<file path="config.mk">
export PLATFORM = sky130hd
export DESIGN_NAME = mem_arbiter_flat
export DESIGN_NICKNAME = d
export VERILOG_FILES = /design/src/rtl/mem_arbiter_pkg.sv /design/src/rtl/mem_arbiter_if.sv /design/src/rtl/mem_arbiter_mmu.sv /design/src/rtl/mem_arbiter.sv /design/src/flat_wrapper.sv
export SDC_FILE = /design/constraint.sdc
export NUM_CORES = 1
export LEC_CHECK = 0
export ABC_AREA = 0
export CORE_ASPECT_RATIO = 0.9
export CORE_MARGIN = 1.5
export CORE_UTILIZATION = 38
export DETAILED_ROUTE_END_ITERATION = 12
export GPL_ROUTABILITY_DRIVEN = 1
export HOLD_SLACK_MARGIN = 0.06
export PLACE_DENSITY = 0.95
export SYNTH_ARGS = -nofsm -noshare
export SYNTH_HDL_FRONTEND = slang
export SYNTH_SLANG_ARGS = --single-unit
</file>
<file path="constraint.sdc">
create_clock -name clk -period 7.4 [get_ports clk]
set_input_delay 1.48 -clock clk [delete_from_list [all_inputs] [get_ports clk]]
set_output_delay 1.48 -clock clk [all_outputs]
set_load 0.02 [all_outputs]
</file>
<file path="src/rtl/mem_arbiter_pkg.sv">
// -----------------------------------------------------------------------------
// mem_arbiter_pkg
// Shared types and constants for the instruction/data memory arbiter.
//   arb_state_t : bus FSM states (idle, address phase, data phase)
//   arb_owner_t : which requester owns the outstanding bus transaction
//   bus_size_t  : transfer size encoding used on the request and bus sides
//   seg_t       : fixed-segment MMU region of a virtual address
//   seg_of()    : classifies a virtual address into its segment
// -----------------------------------------------------------------------------
package mem_arbiter_pkg;

   typedef enum logic [1:0] {
      ST_IDLE = 2'd0,
      ST_ADDR = 2'd1,
      ST_DATA = 2'd2
   } arb_state_t;

   typedef enum logic [1:0] {
      OWN_NONE = 2'd0,
      OWN_INST = 2'd1,
      OWN_DATA = 2'd2
   } arb_owner_t;

   typedef enum logic [1:0] {
      SIZE_BYTE = 2'd0,
      SIZE_HALF = 2'd1,
      SIZE_WORD = 2'd2
   } bus_size_t;

   typedef enum logic [1:0] {
      SEG_KUSEG  = 2'd0,
      SEG_KSEG0  = 2'd1,
      SEG_KSEG1  = 2'd2,
      SEG_KSEG23 = 2'd3
   } seg_t;

   localparam logic [31:0] KSEG0_BASE = 32'h8000_0000;
   localparam logic [31:0] KSEG1_BASE = 32'hA000_0000;
   localparam logic [31:0] KSEG2_BASE = 32'hC000_0000;

   // Starvation counter width; holds any limit in 1..15.
   localparam int unsigned STREAK_W = 4;

   function automatic seg_t seg_of(input logic [31:0] vaddr);
      if (vaddr < KSEG0_BASE) begin
         return SEG_KUSEG;
      end else if (vaddr < KSEG1_BASE) begin
         return SEG_KSEG0;
      end else if (vaddr < KSEG2_BASE) begin
         return SEG_KSEG1;
      end else begin
         return SEG_KSEG23;
      end
   endfunction

endpackage

</file>
<file path="src/rtl/mem_arbiter_if.sv">
// -----------------------------------------------------------------------------
// mem_arbiter_if
// Bundles the instruction port, the data port and the downstream bus of the
// memory arbiter.
//   slave  : the arbiter's view (serves the fetch and load/store requesters,
//            drives the downstream bus request fields)
//   master : the surrounding system's view (pipeline requesters plus the
//            cache/AXI bridge answering on the bus)
// -----------------------------------------------------------------------------
interface mem_arbiter_if;

   // instruction fetch port
   logic        inst_req;
   logic [31:0] inst_addr;
   logic        inst_addr_ok;
   logic        inst_data_ok;
   logic [31:0] inst_rdata;

   // data (load/store) port
   logic        data_req;
   logic        data_wr;
   logic [1:0]  data_size;
   logic [31:0] data_addr;
   logic [31:0] data_wdata;
   logic        data_addr_ok;
   logic        data_data_ok;
   logic [31:0] data_rdata;

   // downstream bus
   logic        bus_req;
   logic        bus_wr;
   logic [1:0]  bus_size;
   logic [31:0] bus_addr;
   logic [31:0] bus_wdata;
   logic        bus_cached;
   logic        bus_addr_ok;
   logic        bus_data_ok;
   logic [31:0] bus_rdata;

   modport slave (
      input  inst_req, inst_addr,
      output inst_addr_ok, inst_data_ok, inst_rdata,
      input  data_req, data_wr, data_size, data_addr, data_wdata,
      output data_addr_ok, data_data_ok, data_rdata,
      output bus_req, bus_wr, bus_size, bus_addr, bus_wdata, bus_cached,
      input  bus_addr_ok, bus_data_ok, bus_rdata
   );

   modport master (
      output inst_req, inst_addr,
      input  inst_addr_ok, inst_data_ok, inst_rdata,
      output data_req, data_wr, data_size, data_addr, data_wdata,
      input  data_addr_ok, data_data_ok, data_rdata,
      input  bus_req, bus_wr, bus_size, bus_addr, bus_wdata, bus_cached,
      output bus_addr_ok, bus_data_ok, bus_rdata
   );

endinterface

</file>
<file path="src/rtl/mem_arbiter_mmu.sv">
// -----------------------------------------------------------------------------
// mem_arbiter_mmu
// Fixed-segment virtual-to-physical translation (purely combinational).
//   vaddr  in  32  virtual address
//   paddr  out 32  physical address
//   cached out 1   1 = cacheable region
// kseg0 and kseg1 both alias the low 512 MiB of physical memory; kseg1 is the
// uncached window. kuseg and kseg2/3 pass through unmapped and cacheable.
// -----------------------------------------------------------------------------
module mem_arbiter_mmu
   import mem_arbiter_pkg::*;
(
   input  logic [31:0] vaddr,
   output logic [31:0] paddr,
   output logic        cached
);

   always_comb begin
      paddr  = vaddr;
      cached = 1'b1;
      case (seg_of(vaddr))
         SEG_KSEG0: paddr = vaddr - KSEG0_BASE;
         SEG_KSEG1: begin
            paddr  = vaddr - KSEG1_BASE;
            cached = 1'b0;
         end
         default: ;
      endcase
   end

endmodule

</file>
<file path="src/rtl/mem_arbiter.sv">
// -----------------------------------------------------------------------------
// mem_arbiter
// Shares one SRAM-like bus between instruction fetch and data load/store.
// At most one bus transaction is outstanding; the granted address is
// translated by the MMU and latched together with the transfer attributes.
//   clk, rst     : clock, asynchronous active-high reset
//   ifc (slave)  : inst_* / data_* requester ports and bus_* downstream port
// Parameter STARVE_LIMIT (1..15): consecutive contested data grants after which
// a waiting instruction request wins the next arbitration.
// -----------------------------------------------------------------------------
module mem_arbiter
   import mem_arbiter_pkg::*;
#(
   parameter int unsigned STARVE_LIMIT = 4
) (
   input  logic         clk,
   input  logic         rst,
   mem_arbiter_if.slave ifc
);

   localparam logic [STREAK_W-1:0] STREAK_MAX = STREAK_W'(STARVE_LIMIT);

   arb_state_t          state_reg,  state_next;
   arb_owner_t          owner_reg,  owner_next;
   logic [STREAK_W-1:0] streak_reg, streak_next;
   logic [31:0]         paddr_reg,  paddr_next;
   logic [31:0]         wdata_reg,  wdata_next;
   logic [1:0]          size_reg,   size_next;
   logic                wr_reg,     wr_next;
   logic                cached_reg, cached_next;

   logic                grant_inst;
   logic                grant_data;
   logic [31:0]         grant_vaddr;
   logic [31:0]         mmu_paddr;
   logic                mmu_cached;

   // Data normally wins; a starved instruction request wins once the
   // contested-data streak has reached the limit.
   assign grant_inst  = ifc.inst_req && (!ifc.data_req || (streak_reg == STREAK_MAX));
   assign grant_data  = ifc.data_req && !grant_inst;
   assign grant_vaddr = grant_inst ? ifc.inst_addr : ifc.data_addr;

   mem_arbiter_mmu u_mmu (
      .vaddr  (grant_vaddr),
      .paddr  (mmu_paddr),
      .cached (mmu_cached)
   );

   always_ff @(posedge clk or posedge rst) begin
      if (rst) begin
         state_reg  <= ST_IDLE;
         owner_reg  <= OWN_NONE;
         streak_reg <= '0;
         paddr_reg  <= '0;
         wdata_reg  <= '0;
         size_reg   <= '0;
         wr_reg     <= 1'b0;
         cached_reg <= 1'b0;
      end else begin
         state_reg  <= state_next;
         owner_reg  <= owner_next;
         streak_reg <= streak_next;
         paddr_reg  <= paddr_next;
         wdata_reg  <= wdata_next;
         size_reg   <= size_next;
         wr_reg     <= wr_next;
         cached_reg <= cached_next;
      end
   end

   always_comb begin
      state_next       = state_reg;
      owner_next       = owner_reg;
      streak_next      = streak_reg;
      paddr_next       = paddr_reg;
      wdata_next       = wdata_reg;
      size_next        = size_reg;
      wr_next          = wr_reg;
      cached_next      = cached_reg;
      ifc.inst_addr_ok = 1'b0;
      ifc.inst_data_ok = 1'b0;
      ifc.inst_rdata   = '0;
      ifc.data_addr_ok = 1'b0;
      ifc.data_data_ok = 1'b0;
      ifc.data_rdata   = '0;

      case (state_reg)
         ST_IDLE: begin
            if (grant_inst || grant_data) begin
               state_next  = ST_ADDR;
               paddr_next  = mmu_paddr;
               cached_next = mmu_cached;
               if (grant_inst) begin
                  owner_next  = OWN_INST;
                  wr_next     = 1'b0;
                  size_next   = SIZE_WORD;
                  wdata_next  = '0;
                  streak_next = '0;
               end else begin
                  owner_next = OWN_DATA;
                  wr_next    = ifc.data_wr;
                  size_next  = ifc.data_size;
                  wdata_next = ifc.data_wdata;
                  // Only grants that made an instruction wait count as contested.
                  if (!ifc.inst_req) begin
                     streak_next = '0;
                  end else if (streak_reg != STREAK_MAX) begin
                     streak_next = streak_reg + 1'b1;
                  end
               end
            end
         end

         ST_ADDR: begin
            // Address acceptance is reported to the owner in the same cycle.
            if (ifc.bus_addr_ok) begin
               state_next       = ST_DATA;
               ifc.inst_addr_ok = (owner_reg == OWN_INST);
               ifc.data_addr_ok = (owner_reg == OWN_DATA);
            end
         end

         ST_DATA: begin
            // Read data passes straight through to the owner on completion.
            if (ifc.bus_data_ok) begin
               state_next = ST_IDLE;
               owner_next = OWN_NONE;
               if (owner_reg == OWN_INST) begin
                  ifc.inst_data_ok = 1'b1;
                  ifc.inst_rdata   = ifc.bus_rdata;
               end
               if (owner_reg == OWN_DATA) begin
                  ifc.data_data_ok = 1'b1;
                  ifc.data_rdata   = ifc.bus_rdata;
               end
            end
         end

         default: begin
            state_next = ST_IDLE;
            owner_next = OWN_NONE;
         end
      endcase
   end

   // Latched fields are driven continuously; only bus_req qualifies them.
   assign ifc.bus_req    = (state_reg == ST_ADDR);
   assign ifc.bus_wr     = wr_reg;
   assign ifc.bus_size   = size_reg;
   assign ifc.bus_addr   = paddr_reg;
   assign ifc.bus_wdata  = wdata_reg;
   assign ifc.bus_cached = cached_reg;

endmodule

</file>
<file path="src/flat_wrapper.sv">
// flat-port wrapper written by rule: the top's interface ports become plain ports
module mem_arbiter_flat import mem_arbiter_pkg::*;
#(
   parameter int unsigned STARVE_LIMIT = 4
)
  (clk, rst, ifc_inst_req, ifc_inst_addr, ifc_inst_addr_ok, ifc_inst_data_ok, ifc_inst_rdata, ifc_data_req, ifc_data_wr, ifc_data_size, ifc_data_addr, ifc_data_wdata, ifc_data_addr_ok, ifc_data_data_ok, ifc_data_rdata, ifc_bus_req, ifc_bus_wr, ifc_bus_size, ifc_bus_addr, ifc_bus_wdata, ifc_bus_cached, ifc_bus_addr_ok, ifc_bus_data_ok, ifc_bus_rdata);
  mem_arbiter_if ifc_i ();
  input  logic clk;
  input  logic rst;
  input wire logic [$bits(ifc_i.inst_req)-1:0] ifc_inst_req;
  input wire logic [$bits(ifc_i.inst_addr)-1:0] ifc_inst_addr;
  output wire logic [$bits(ifc_i.inst_addr_ok)-1:0] ifc_inst_addr_ok;
  output wire logic [$bits(ifc_i.inst_data_ok)-1:0] ifc_inst_data_ok;
  output wire logic [$bits(ifc_i.inst_rdata)-1:0] ifc_inst_rdata;
  input wire logic [$bits(ifc_i.data_req)-1:0] ifc_data_req;
  input wire logic [$bits(ifc_i.data_wr)-1:0] ifc_data_wr;
  input wire logic [$bits(ifc_i.data_size)-1:0] ifc_data_size;
  input wire logic [$bits(ifc_i.data_addr)-1:0] ifc_data_addr;
  input wire logic [$bits(ifc_i.data_wdata)-1:0] ifc_data_wdata;
  output wire logic [$bits(ifc_i.data_addr_ok)-1:0] ifc_data_addr_ok;
  output wire logic [$bits(ifc_i.data_data_ok)-1:0] ifc_data_data_ok;
  output wire logic [$bits(ifc_i.data_rdata)-1:0] ifc_data_rdata;
  output wire logic [$bits(ifc_i.bus_req)-1:0] ifc_bus_req;
  output wire logic [$bits(ifc_i.bus_wr)-1:0] ifc_bus_wr;
  output wire logic [$bits(ifc_i.bus_size)-1:0] ifc_bus_size;
  output wire logic [$bits(ifc_i.bus_addr)-1:0] ifc_bus_addr;
  output wire logic [$bits(ifc_i.bus_wdata)-1:0] ifc_bus_wdata;
  output wire logic [$bits(ifc_i.bus_cached)-1:0] ifc_bus_cached;
  input wire logic [$bits(ifc_i.bus_addr_ok)-1:0] ifc_bus_addr_ok;
  input wire logic [$bits(ifc_i.bus_data_ok)-1:0] ifc_bus_data_ok;
  input wire logic [$bits(ifc_i.bus_rdata)-1:0] ifc_bus_rdata;
  assign ifc_i.inst_req = ifc_inst_req;
  assign ifc_i.inst_addr = ifc_inst_addr;
  assign ifc_inst_addr_ok = ifc_i.inst_addr_ok;
  assign ifc_inst_data_ok = ifc_i.inst_data_ok;
  assign ifc_inst_rdata = ifc_i.inst_rdata;
  assign ifc_i.data_req = ifc_data_req;
  assign ifc_i.data_wr = ifc_data_wr;
  assign ifc_i.data_size = ifc_data_size;
  assign ifc_i.data_addr = ifc_data_addr;
  assign ifc_i.data_wdata = ifc_data_wdata;
  assign ifc_data_addr_ok = ifc_i.data_addr_ok;
  assign ifc_data_data_ok = ifc_i.data_data_ok;
  assign ifc_data_rdata = ifc_i.data_rdata;
  assign ifc_bus_req = ifc_i.bus_req;
  assign ifc_bus_wr = ifc_i.bus_wr;
  assign ifc_bus_size = ifc_i.bus_size;
  assign ifc_bus_addr = ifc_i.bus_addr;
  assign ifc_bus_wdata = ifc_i.bus_wdata;
  assign ifc_bus_cached = ifc_i.bus_cached;
  assign ifc_i.bus_addr_ok = ifc_bus_addr_ok;
  assign ifc_i.bus_data_ok = ifc_bus_data_ok;
  assign ifc_i.bus_rdata = ifc_bus_rdata;
  mem_arbiter #(.STARVE_LIMIT(STARVE_LIMIT)) u_core (.clk(clk), .rst(rst), .ifc(ifc_i));
endmodule
</file>
=== After elaboration in Yosys (flattened, before gate mapping) ===
Index checks and enable logic that the tools add are counted.

* Bits in registers: 76
* Bits of input ports: 137
* Output and inout port bits: 137
* Word-level logic and storage cells: 73

* Add/subtract/negate cells: 3
* $lt $le $gt $ge: 3
* Equality and inequality tests: 12
* Muxes and demuxes: 35
* Bitwise operators: 1
* Reduce and logical (&&, ||, !) cells: 11

{| class="wikitable"
|+ Operators with widths
! operator !! count
|-
| $mux W32 || 8
|-
| $lt A32 B32 Y1 const B || 3
|-
| $pmux W32 S2 || 1
|-
| $sub A32 B32 Y32 const B || 2
|-
| $mux W2 || 8
|-
| $mux W1 || 13
|-
| $mux W4 || 3
|-
| $pmux W2 S3 || 2
|-
| $reduce_and A3 Y1 || 3
|-
| $eq A2 B1 Y1 const B || 3
|-
| $eq A2 B2 Y1 const B || 3
|-
| $add A4 B1 Y4 const B || 1
|-
| $eq A4 B3 Y1 const B || 1
|-
| $ne A2 B1 Y1 const B || 2
|-
| $ne A4 B3 Y1 const B || 1
|-
| $ne A3 B1 Y1 const B || 1
|-
| $logic_and A1 B1 Y1 || 2
|-
| $logic_not A1 Y1 || 2
|-
| $logic_not A2 Y1 || 1
|-
| $logic_or A1 B1 Y1 || 2
|-
| $ne A2 B2 Y1 const B || 1
|-
| $reduce_and A2 Y1 || 1
|-
| $not A1 Y1 || 1
|}

=== Logic depth before layout (Yosys ltp) ===
Gate-level depths: netlist of run 1.

* Word-level depth: 10
* Mapped depth: 7
* Depth with buffers taken out: 5

=== Hierarchy ===
From an unflattened synthesis of run 1, not the netlist that was laid out.

* Cells, all modules: 387
* Area, all modules: 4350.4 sq um

{| class="wikitable"
|+ By module, submodules not included
! module !! instances !! cells an instance !! area each (sq um) !! seq. area each (sq um)
|-
| mem_arbiter || 1 || 349 || 4075.2 || 1901.8
|-
| mem_arbiter_mmu || 1 || 38 || 275.3 || 0.0
|}

=== Worst setup path after synthesis of run 1 ===
Ideal clock, no wire load.

* Path type: in2out
* Start: input ifc_bus_data_ok
* End: output ifc_inst_rdata[22]
* Arrival: 2.272 ns
* Required time: 5.920 ns
* Setup slack: 3.648 ns
* Stages: 4
* Cell sequence: nand3b_1 -> nor2_1 -> buf_2 -> and2_1

* Longest elaborated chain between the ends: 2

{| class="wikitable"
|+ Ends and longest elaborated chain
! what !! line !! RTL
|-
| start, declared || flat_wrapper.sv:30 || <nowiki>input wire logic [$bits(ifc_i.bus_data_ok)-1:0] ifc_bus_data_ok;</nowiki>
|-
| $mux W32 || mem_arbiter.sv:126 || <nowiki>if (ifc.bus_data_ok) begin</nowiki>
|-
| $mux W32 || mem_arbiter.sv:88 || <nowiki>case (state_reg)</nowiki>
|-
| end, declared || flat_wrapper.sv:14 || <nowiki>output wire logic [$bits(ifc_i.inst_rdata)-1:0] ifc_inst_rdata;</nowiki>
|}

Every way passes these cells.

=== Worst setup path after layout of run 1 ===
Ends and elaborated chain as after synthesis.

==> results of run 1 <==
==> metal layers <==
layer,GRT usage (%),share of wire (%),vias to the layer above
met4,9.57,2.7,0
met3,6.62,8.3,31
met5,0,0,-
met2,45.8,52,197
li1,-,-,1875
met1,25.6,36,1946
==> worst paths after layout <==
check,start,end,cells past startpoint
setup reg to reg,u_core.state_reg[0],u_core.owner_reg[0],4
hold / removal,u_core.ifc.bus_wdata[14],u_core.ifc.bus_wdata[14],1
hold reg to reg,u_core.ifc.bus_wdata[14],u_core.ifc.bus_wdata[14],1
min in group asynchronous,rst,u_core.ifc.bus_wdata[25],3
max in group asynchronous,rst,u_core.state_reg[1],3
setup / recovery,ifc_bus_data_ok,ifc_inst_rdata[22],6
==> stage by stage <==
step	std cells	util [%]	worst slack, ns	total power [mW]	cell area (um2)
after CTS	758	68.4	2.65	2.36	6950
final	758	68.4	2.65	2.34	6950
after global placement	743	65.7	2.71	1.91	6680
after global routing	758	68.4	2.54	2.46	6950
after detailed placement	743	65.7	2.65	1.95	6680
after floorplan	372	-	3.65	1.39	3940
==> layout make-up <==
class / count / area (um2) / area share, %
Tap cell: 129 / 161 / 2.32
Sequential cell: 76 / 1900 / 27.4
Multi-Input combinational cell: 249 / 1800 / 26.0
Clock inverter: 4 / 26.3 / 0.378
Inverter: 11 / 41.3 / 0.594
Clock buffer: 11 / 243 / 3.49
Timing Repair Buffer: 278 / 2770 / 39.9
==> layout by cell type (no fill, tap or decap), types with 3 or more instances in the layout <==
cell / count
clkbuf_16: 9
nand3_1: 36
o2bb2ai_1: 35
o21ai_0: 3
dfrtp_1: 76
clkdlybuf4s50_1: 273
nor2_1: 6
a221o_1: 29
o221ai_1: 3
buf_4: 5
nand2b_1: 4
nor2b_1: 4
a21boi_0: 27
nand4_1: 4
inv_1: 10
and2_1: 66
==> power by group through the flow <==
| stage | registers (mW) | clock network [mW] | logic (mW) |
|---|---|---|---|
| final | 0.724 | 0.395 | 1.22 |
| after global routing | 0.744 | 0.423 | 1.30 |
| after CTS | 0.722 | 0.405 | 1.23 |
| after detailed placement | 0.720 | 0 | 1.23 |
| after global placement | 0.712 | 0 | 1.19 |
| after floorplan | 0.902 | 0 | 0.487 |
==> logic make-up (layout without fill, tap and decap cells) <==
family	after synthesis	count (layout)	synth area share [%]
AND/OR/NAND/NOR	132	132	19.7
AO/OA/AOI/OAI	113	113	24.9
flip-flops	76	76	48.2
buffers and inverters	47	304	6.00
adder cells (fa/ha/maj)	2	2	0.635
XOR/XNOR	1	1	0.222
multiplexers	1	1	0.254
==> results.txt, run 1 <==
Status - finished, final reports clean
Clock Latency Late Sink - 0.32 ns
Post-Synthesis Cell Area - 3940 um2
Sw Share - 38.7%
Internal reg-to-reg setup slack - 4.81 ns
Worst-margin pin slew - 1.27 ns
Setup_tns - 0 ns
Achievable clock frequency - 0.211 GHz
Fillers - 781
Unrepaired setup endpoints after global routing - false
Arr. time, crit path - 3.27 ns
ANT nets after route - 0
Cell with the most instances after synthesis - dfrtp_1
Count of different cell masters after synthesis - 43
Final min period - 4.75 ns
Clock H-tree levels - 3
Sequential area share after synthesis - 48.2%
Worst Hold Class - reg2reg
Clk buf depth - 2
Setup bufs post-CTS - 0
Critical Path Start Type - primary input
Slew Limit Fails - 0
Syn Nets - 511
Root Driver - clkbuf_16
Maxcap violations - 0
Crit Path Max Fanout - 33
Synth area leader - dfrtp_1
Max incr delay on CP - 0.63 ns
Synth top area cells - dfrtp_1, and2_1, o2bb2ai_1, a221o_1, a21boi_0
Logic pwr share - 52.3%
Worst setup EP type - primary output
Hold_ws - 0.487 ns
Pint - 1.44 mW
Yosys warnings - 0
Starting DRT DRC Count - 210
Critical path's most frequent cell - clkdlybuf4s50_1
Die height - 99.6 um
P_leak - 2.77 nW
DR pass1 iterations - 4
Final setup viols - 0
Kind of critical path - in2out
DRC violations left - 0
Initial core utilization - 38.8%
Async set or reset register ratio after synthesis - 100%
TritonCTS Sinks - 76
Full die area - 11000 um2
Pin count of the biggest net entering global routing - 77
Cell Pwr Density - 337 nW/um2
Via-to-Cell Ratio - 5.34
Vias in the first global route - 4104
Clk slew on worst S/H paths - 0.06 ns
Cts hold-fix bufs - 0
Main synth FF type - dfrtp_1
Bufs and invs on worst path - 3
Final Hold Fails - 0
Nets - 764
Die W - 110 um
Top delay family on crit path - buffers and inverters
Diode count - 0
Total number of vias - 4049
Num CTS Buffers - 9
DP HPWL - 10200 um
CTS resizes - 0
Worst endpoint required time - 5.92 ns
Share of layout cells above drive strength 1 - 4.77%
Skew final - 0.00757 ns
Initial antenna violation count - 0
Syn-to-layout area delta - 76.2%
Yosys reg bits - 76
Max stage delay cell, worst path - clkdlybuf4s50_1
Overall routing resource usage - 24.5%
Core area - 10200 um2
Placer Congestion - 0.762
Worst-path cell chain - clkdlybuf4s50_1 > nand3b_1 > nor2_1 > buf_4 > and2_1 > clkdlybuf4s50_1
First-pass GRT wire length - 20700 um
IO Count - 274
Peak supply drop - 0.205 mV
Post-synth top cells - dfrtp_1, and2_1, nand3_1
Clock power frac - 16.9%
Per-cell routed wire length - 18.4 um
Total Wirelength - 13900 um
EDFF count, synth - 0
Input/output buffers - 273
Avg Synthesized Cell Area - 10.6 um2
Gate Count Post-Synth - 372
Switching pwr - 0.907 mW
Max_slew headroom - 15.1%
Aggregate global routing overflow - 0
Post-synth top area share - 48.2%
Crit share post-route - 64.1%
CTS tree - done
Site Rows - 35
Seq pwr share - 30.9%
Note: power is estimated with default switching activity, not from simulation.
==> run 2, diff against run 1 <==
- CORE_UTILIZATION: 38 -> 32
- PLACE_DENSITY: 0.95 -> 0.87
- clock period: 7.4 -> 3.9 ns (I/O delays scaled with it)
==> results.txt, run 2 (same netlist as run 1, synthesis figures left out) <==
Site Rows - 38 (+8.6%)
Met2 Usage GRT - 40.5% (-5.3 points)
Peak supply drop - 0.355 mV (+73%)
Slew Limit Fails - 0 (unchanged)
Pint - 2.85 mW (+99%)
Total Wirelength - 14400 um (+3.2%)
Total power draw - 4.60 mW (+96%)
Final min period - 3.38 ns
IO Count - 274 (unchanged)
Setup_tns - 0 ns (unchanged)
Share of layout cells above drive strength 1 - 6.15% (+1.4 points)
Initial antenna violation count - 0 (unchanged)
Num CTS Buffers - 9 (unchanged)
Achievable clock frequency - 0.296 GHz
Critical path's most frequent cell - clkdlybuf4s50_1
Via-to-Cell Ratio - 5.12 (-4.2%)
Skew final - 0.0126 ns (+0.00499 ns)
Input/output buffers - 273 (unchanged)
GRT met3 Usage - 5.22% (-1.4 points)
Maxcap violations - 0 (unchanged)
First-pass GRT wire length - 21800 um (+5.6%)
Kind of critical path - in2out
Worst-path cell chain - clkdlybuf4s50_1 > nand3b_1 > nor2_1 > buf_4 > and2_1 > clkdlybuf4s50_1
Aggregate global routing overflow - 0 (unchanged)
Worst-margin pin slew - 0.777 ns (-0.492 ns)
Diode count - 0 (unchanged)
Sw Share - 38.0% (-0.74 points)
Nets - 768 (+0.52%)
Setup bufs post-CTS - 0 (unchanged)
Crit share post-route - 86.6%
CTS resizes - 0 (unchanged)
Top delay family on crit path - buffers and inverters
Most frequent cells in the layout - clkdlybuf4s50_1, dfrtp_1, and2_1
Initial core utilization - 32.8% (-6.0 points)
Arr. time, crit path - 2.60 ns (-0.67 ns)
Pin count of the biggest net entering global routing - 54 (-30%)
ANT nets after route - 0 (unchanged)
DR pass1 iterations - 4 (unchanged)
Worst endpoint required time - 3.12 ns (-2.80 ns)
Overall routing resource usage - 21.3% (-3.2 points)
Unrepaired setup endpoints after global routing - false
Clock power frac - 19.5% (+2.6 points)
Final Hold Fails - 0 (unchanged)
Vias in the first global route - 4234 (+3.2%)
Switching pwr - 1.75 mW (+93%)
Syn-to-layout area delta - 79.1%
Total number of vias - 4063 (+0.35%)
Max_slew headroom - 48.2% (+33 points)
Clk buf depth - 2 (unchanged)
Worst setup EP type - primary output
Core area - 12000 um2 (+18%)
Final setup viols - 0 (unchanged)
Starting DRT DRC Count - 204 (-2.9%)
Die W - 120 um (+8.7%)
Crit Path Max Fanout - 33 (unchanged)
CTS tree - done
DRC violations left - 0 (unchanged)
Busiest grt layer - met2
Placer Congestion - 0.824 (+8.1%)
Cts hold-fix bufs - 0 (unchanged)
Most common cell after layout, fill and taps aside - clkdlybuf4s50_1
Root Driver - clkbuf_16
DP HPWL - 10800 um (+5.7%)
Logic pwr share - 50.9% (-1.4 points)
Max incr delay on CP - 0.63 ns (about the same)
Critical Path Start Type - primary input
Seq pwr share - 29.6% (-1.3 points)
Worst Hold Class - reg2reg
P_leak - 2.82 nW (+1.9%)
Per-cell routed wire length - 18.1 um (-1.5%)
Clk slew on worst S/H paths - 0.06 ns (about the same)
GR Util met1 - 23.3% (-2.3 points)
Cell Pwr Density - 652 nW/um2 (+93%)
Clock Latency Late Sink - 0.33 ns (about the same)
Bufs and invs on worst path - 3 (unchanged)
Full die area - 13000 um2 (+18%)
TritonCTS Sinks - 76 (unchanged)
Max stage delay cell, worst path - clkdlybuf4s50_1
Clock H-tree levels - 3 (unchanged)
Status - finished, final reports clean
Die height - 108 um (+8.7%)
## run 2: stage by stage
step,instance area [um2],hold WS (ns),util [%],std cells,setup WS [ns]
2_1_floorplan,3940,0.497,-,372,1.18
3_5_place_dp,6740,0.474,56.0,778,0.537
6_report,7060,0.485,58.7,794,0.523
3_3_place_gp,6740,0.474,56.0,778,0.605
4_1_cts,7060,0.493,58.7,794,0.536
5_1_grt,7060,0.499,58.7,794,0.381
## run 2: final cells by class
class | count | area, um2
Clock inverter | 6 | 95.1
Multi-Input combinational cell | 249 | 1800
Clock buffer | 10 | 229
Tap cell | 160 | 200
Timing Repair Buffer | 282 | 2790
Inverter | 11 | 42.5
Sequential cell | 76 | 1900
Fill cell | 981 | 4970
## run 2: worst reg2reg max path, delay by kind of cell (launching register included)
family / cells / cell delay [ns]
and+or+nand+nor: 1 / 0.17
DFF: 1 / 0.40
adders and majority gates: 1 / 0.19
AOI/OAI and AO/OA: 2 / 0.83
buffers and inverters: 2 / 0.45
## run 2: path summary, 6_finish.rpt
path	depth (start not counted)	slack, ns	to	start
setup / recovery	6	0.52	ifc_inst_rdata[22]	ifc_bus_data_ok
hold / removal	1	0.49	u_core.ifc.bus_wdata[19]	u_core.ifc.bus_wdata[19]
setup reg to reg	6	1.79	u_core.ifc.bus_addr[11]	u_core.streak_reg[0]
hold reg to reg	1	0.49	u_core.ifc.bus_wdata[19]	u_core.ifc.bus_wdata[19]
max in group asynchronous	3	2.12	u_core.ifc.bus_wdata[19]	rst
min in group asynchronous	2	0.88	u_core.ifc.bus_addr[5]	rst
## run 2: routing by layer
layer	part of all wire, %	up-vias
li1	-	1881
met5	0	-
met3	6.6	21
met4	2.0	0
met2	53	171
met1	38	1990
## run 2: power by group through the flow
| stage | clock, mW | combinational (mW) | sequential [mW] |
|---|---|---|---|
| after floorplan | 0 | 0.924 | 1.71 |
| after global placement | 0 | 2.28 | 1.35 |
| final | 0.900 | 2.34 | 1.36 |
| after CTS | 0.917 | 2.36 | 1.36 |
| after global routing | 0.957 | 2.49 | 1.40 |
| after detailed placement | 0 | 2.34 | 1.36 |
==> run 3, diff against run 2 <==
- TNS_END_PERCENT: not set -> 10
==> results of run 3 <==
Final layout, timing and power as in run 2 (identical DEF).
